## src/rtl/div_restoring_seq.sv

```systemverilog
`default_nettype none
// ============================================================================
// Module   : div_restoring_seq
// Brief    : Sequential unsigned restoring divider, one quotient bit per clock,
//            start/busy/done handshake. Optional macro: DIV_ZERO_SHORTCUT_EN.
// Revision : 1.0 - initial release
// ============================================================================
module div_restoring_seq #(
  parameter int WIDTH = 8
) (
  input  logic             clk,
  input  logic             rst,
  input  logic             start,
  input  logic [WIDTH-1:0] a_in,
  input  logic [WIDTH-1:0] b_in,
  output logic             busy,
  output logic             done,
  output logic [WIDTH-1:0] q,
  output logic [WIDTH-1:0] r,
  output logic             div_zero
);

  localparam int c_cnt_w = (WIDTH > 2) ? $clog2(WIDTH) : 1;
  localparam logic [c_cnt_w-1:0] c_cnt_init = c_cnt_w'(WIDTH - 1);

  typedef enum logic [1:0] {
    S_IDLE = 2'd0,
    S_RUN  = 2'd1,
    S_DONE = 2'd2
  } state_t;

  state_t               r_state;
  logic [WIDTH-1:0]     r_dvd;
  logic [WIDTH-1:0]     r_dsr;
  logic [WIDTH-1:0]     r_rem;
  logic [WIDTH-1:0]     r_quo;
  logic [c_cnt_w-1:0]   r_cnt;
  logic                 r_dz;

  logic [WIDTH:0]       w_rem_sh;
  logic [WIDTH:0]       w_diff;
  logic                 w_ge;
  logic [WIDTH-1:0]     w_rem_nx;

  // Stored remainder is always < divisor, so it fits WIDTH bits; the shifted
  // trial value and the subtraction are WIDTH+1 wide, and the borrow (MSB of
  // the difference) is the restoring decision.
  always_comb begin
    w_rem_sh = {r_rem, r_dvd[WIDTH-1]};
    w_diff   = w_rem_sh - {1'b0, r_dsr};
    w_ge     = ~w_diff[WIDTH];
    w_rem_nx = w_ge ? w_diff[WIDTH-1:0] : w_rem_sh[WIDTH-1:0];
  end

  always_ff @(posedge clk or negedge rst) begin
    if (!rst) begin
      r_state  <= S_IDLE;
      r_dvd    <= '0;
      r_dsr    <= '0;
      r_rem    <= '0;
      r_quo    <= '0;
      r_cnt    <= '0;
      r_dz     <= 1'b0;
      busy     <= 1'b0;
      done     <= 1'b0;
      q        <= '0;
      r        <= '0;
      div_zero <= 1'b0;
    end else begin
      done <= 1'b0;
      case (r_state)
        S_IDLE: begin
          // busy is still high during the done cycle and stays high only if
          // a new request is taken on this same edge.
          busy <= start;
          if (start) begin
            r_dsr <= b_in;
            r_dz  <= (b_in == '0);
            r_cnt <= c_cnt_init;
`ifdef DIV_ZERO_SHORTCUT_EN
            if (b_in == '0) begin
              r_dvd   <= '0;
              r_quo   <= '1;
              r_rem   <= a_in;
              r_state <= S_DONE;
            end else begin
              r_dvd   <= a_in;
              r_quo   <= '0;
              r_rem   <= '0;
              r_state <= S_RUN;
            end
`else
            r_dvd   <= a_in;
            r_quo   <= '0;
            r_rem   <= '0;
            r_state <= S_RUN;
`endif
          end
        end
        S_RUN: begin
          r_rem <= w_rem_nx;
          r_dvd <= {r_dvd[WIDTH-2:0], 1'b0};
          r_quo <= {r_quo[WIDTH-2:0], w_ge};
          if (r_cnt == '0) begin
            r_state <= S_DONE;
          end else begin
            r_cnt <= r_cnt - 1'b1;
          end
        end
        S_DONE: begin
          q        <= r_quo;
          r        <= r_rem;
          div_zero <= r_dz;
          done     <= 1'b1;
          r_state  <= S_IDLE;
        end
        default: r_state <= S_IDLE;
      endcase
    end
  end

endmodule
`default_nettype wire

```

## config.mk

```make
export PLATFORM = sky130hd
export DESIGN_NAME = div_restoring_seq
export DESIGN_NICKNAME = d
export VERILOG_FILES = /design/src/rtl/div_restoring_seq.sv
export SDC_FILE = /design/constraint.sdc
export NUM_CORES = 1
export LEC_CHECK = 0
export ABC_CLOCK_PERIOD_IN_PS = 3800
export BUFFER_PORTS_ARGS = -buffer_cell sky130_fd_sc_hd__buf_2
export CORE_MARGIN = 2
export CORE_UTILIZATION = 40
export CTS_CLUSTER_SIZE = 14
export DETAILED_ROUTE_END_ITERATION = 10
export PLACE_DENSITY = 0.69
export SETUP_SLACK_MARGIN = 0.4
export SYNTH_ARGS = -nofsm -noshare
export SYNTH_HDL_FRONTEND = slang
export SYNTH_SLANG_ARGS = --single-unit
```

## constraint.sdc

```tcl
create_clock -name clk -period 3.8 [get_ports clk]
set_input_delay 0.38 -clock clk [delete_from_list [all_inputs] [get_ports clk]]
set_output_delay 0.38 -clock clk [all_outputs]
set_load 0.01 [all_outputs]
```

==> results.py <==
metrics = {
    "timing": {
        "finalHoldViolations": 0,
        "clock_skew_ns": 0.00762,
        "fin_crit_sh_pct": 62.9,
        "max_freq_ghz": 0.419,
        "rsz0062_at_grt": "false",
        "tightest_slew_ns": 1.00,
        "fin_setup_tns_ns": 0,
        "final_max_slew_viol_count": 0,
        "slew_headroom_pct": 33.4,
        "fin_crit_ns": 2.39,
        "setup_violations": 0,
        "holdWs_ns": 0.0613,
    },
    "worst_setup_path": {
        "cp.required_ns": 4.01,
        "reg2reg_from": "r_dvd[7]",
        "r2r-end": "r_rem[2]",
        "cp-endpoint": "r_rem[2]",
        "critical_path_class": "reg -> reg",
        "cp-start-kind": "register",
        "crit_fanout": 13,
        "cp.arrival_ns": 2.60,
        "r2r_slack_ns": 1.41,
        "worstSetupStartpoint": "r_dvd[7]",
        "ff2ff_path_depth": 9,
        "cp-end-kind": "register",
    },
    "die": {
        "start_util_pct": 41.7,
        "placeableCoreArea_sq_mm": 0.00642,
        "die_y_um": 85.8,
        "rows": 29,
        "io_pins": 38,
        "die_x_um": 85.8,
        "die_area_sq_mm": 0.00737,
    },
    "run_status": {
        "violations": "DRC",
        "status": "finished, violations left",
    },
    "placement": {
        "routabilityCongestion": 0.757,
        "dpl.hpwl_um": 3620,
        "io_buffers": 37,
    },
    "yosys": {
        "synthArstFlopShare_pct": 100,
        "synth-seq-cells": 57,
        "ys.flop_type": "dfrtp_1",
        "synth_top_area_share_pct": 53.2,
        "yosys.area.top_type": "dfrtp_1",
        "yosys_warnings": 0,
        "yosysSeqAreaShare_pct": 53.2,
        "synth_nets": 293,
        "synthCells": 263,
        "ys_top_cells_by_area": "dfrtp_1 (53%), mux2_2 (6.7%), nand2_1 (6.4%), ha_1 (4.7%), o21ai_0 (3.9%)",
        "netlist-cell-type-count": 35,
        "syn_area_per_cell_sq_um": 10.2,
        "synth_area_sq_mm": 0.00268,
        "synth_edf_count": 0,
    },
    "cts": {
        "cts_inserted_buffers": 9,
        "cts_setup_buffers": 0,
        "post_cts_resized": 0,
        "cts_sinks": 57,
        "htreeDepth": 3,
        "postCtsHoldBufs": 0,
        "clock_latency_ns": 0.34,
        "cts.path.max_buffers": 2,
        "cts_tree": "yes",
        "clkTransAtPathRegs_ns": 0.06,
        "cts-root-buf": "clkbuf_8",
    },
    "finish": {
        "area_growth_pct": 16.0,
        "nets": 329,
        "fill_cells": 611,
        "num_antenna_cells": 0,
        "final_layout_size_suffix_gt1_share_pct": 24.1,
        "fin_util_pct": 48.4,
    },
    "power_and_ir_drop": {
        "vdd_ir_drop_max_uv": 309,
        "power_density_mw_per_mm2": 950,
        "p_leak_nw": 1.52,
        "power_w": 0.00295,
    },
    "drt": {
        "drcViolationCount": 3,
        "vias_per_cell": 5.20,
        "routed_wl_um": 5290,
        "drt_iter0_drc": 103,
        "wire_per_inst_um": 13.9,
        "postRouteAntennaNets": 0,
        "first_pass_iters": 8,
        "vias": 1977,
    },
    "global_route": {
        "grt_pass1_wl_um": 9110,
        "track_usage_pct": 16.2,
        "grt_antenna_before_repair": 0,
        "gr-total-overflow": 0,
        "grt_start_max_net_pins": 33,
        "grt_pass1_vias": 1946,
    },
    "job": {
        "cap_viol_max_count": 0,
    },
    "hold_path": {
        "hold_path_class": "in -> async",
    },
}
==> per-stage QoR <==
step	worst slack, ns	area, sq um	cells
after global routing	1.22	3110	380
after floorplan	1.55	2680	263
after detailed placement	1.41	2910	365
after global placement	1.50	2910	365
final	1.41	3110	380
after CTS	1.40	3110	380
==> worst max-delay path, stage by stage (launching register included) <==
cell      delay [ns]
dfrtp_1         0.36
inv_1           0.05
ha_1            0.22
fa_1            0.41
nand2b_1        0.21
a211oi_2        0.23
mux2i_1         0.21
and3_4          0.30
mux2i_1         0.19
o21ai_0         0.09
==> registers in the layout, indices dropped and copies added (netlist names), 2 cells and up <==
signal   count
r            8
r_cnt        3
q            8
r_dvd        8
r_quo        8
r_state      2
r_rem        8
r_dsr        8
==> synth_stat cells, drive strengths merged, types with 3 or more instances <==
cell and instances:
mux2i 6, ha 10, nand3 11, nor2 16, inv 13, dfrtp 57, o21ai 25, nand2 46
a31oi 10, and3 4, clkbuf 9, xnor2 3, nor2b 4, a21oi 5, mux2 16, nand2b 5
buf 5
==> area by class of cell <==
class,count,area (sq um),share of cell area [%]
repair buffers,39,200,6.44
multi-input cells,179,1140,36.7
inverters,13,48.8,1.57
flip-flops and latches,57,1430,45.9
clock buffers,12,155,4.99
clock inverters,3,40.0,1.29
well taps,77,96.3,3.10
==> how the worst min path moves through the flow <==
stage	from	endpoint	slack, ns
2_1_floorplan	rst	busy	0.08
3_3_place_gp	rst	div_zero	0.43
3_5_place_dp	rst	r[2]	0.44
4_1_cts	rst	r_rem[3]	0.08
5_1_grt	rst	r_rem[3]	0.12
6_report	rst	r_rem[3]	0.06
==> cell families after synthesis <==
kind of cell,share of synthesized area (%)
AND/OR/NAND/NOR,15.9
flip-flops,53.2
AO/OA/AOI/OAI,10.6
buffers and inverters,4.16
multiplexers,8.97
adder cells (fa/ha/maj),5.42
XOR/XNOR,1.64
==> layer usage <==
| metal | GRT usage (%) | part of all wire [%] | up-vias |
|---|---|---|---|
| li1 | - | - | 965 |
| met1 | 22.4 | 48 | 954 |
| met2 | 23.2 | 45 | 49 |
| met3 | 3.66 | 4.7 | 9 |
| met4 | 9.67 | 2.3 | 0 |
| met5 | 0 | 0 | - |
==> report_power, final <==
group / switching, W / internal, W
logic: 0.000764 / 0.000600
registers: 0.000156 / 0.000869
clock network: 0.000232 / 0.000333
total: 0.00115 / 0.00180
==> layout by cell type (no fill, tap or decap), types with 6 or more instances in the layout <==
cell / instances
dfrtp_1: 57
ha_1: 10
o21ai_0: 21
mux2i_1: 6
inv_1: 13
nand3_1: 11
nand2_1: 46
nor2_1: 16
clkbuf_8: 11
buf_2: 37
mux2_2: 16
a31oi_1: 10
Power figures use the tool's default switching activity.
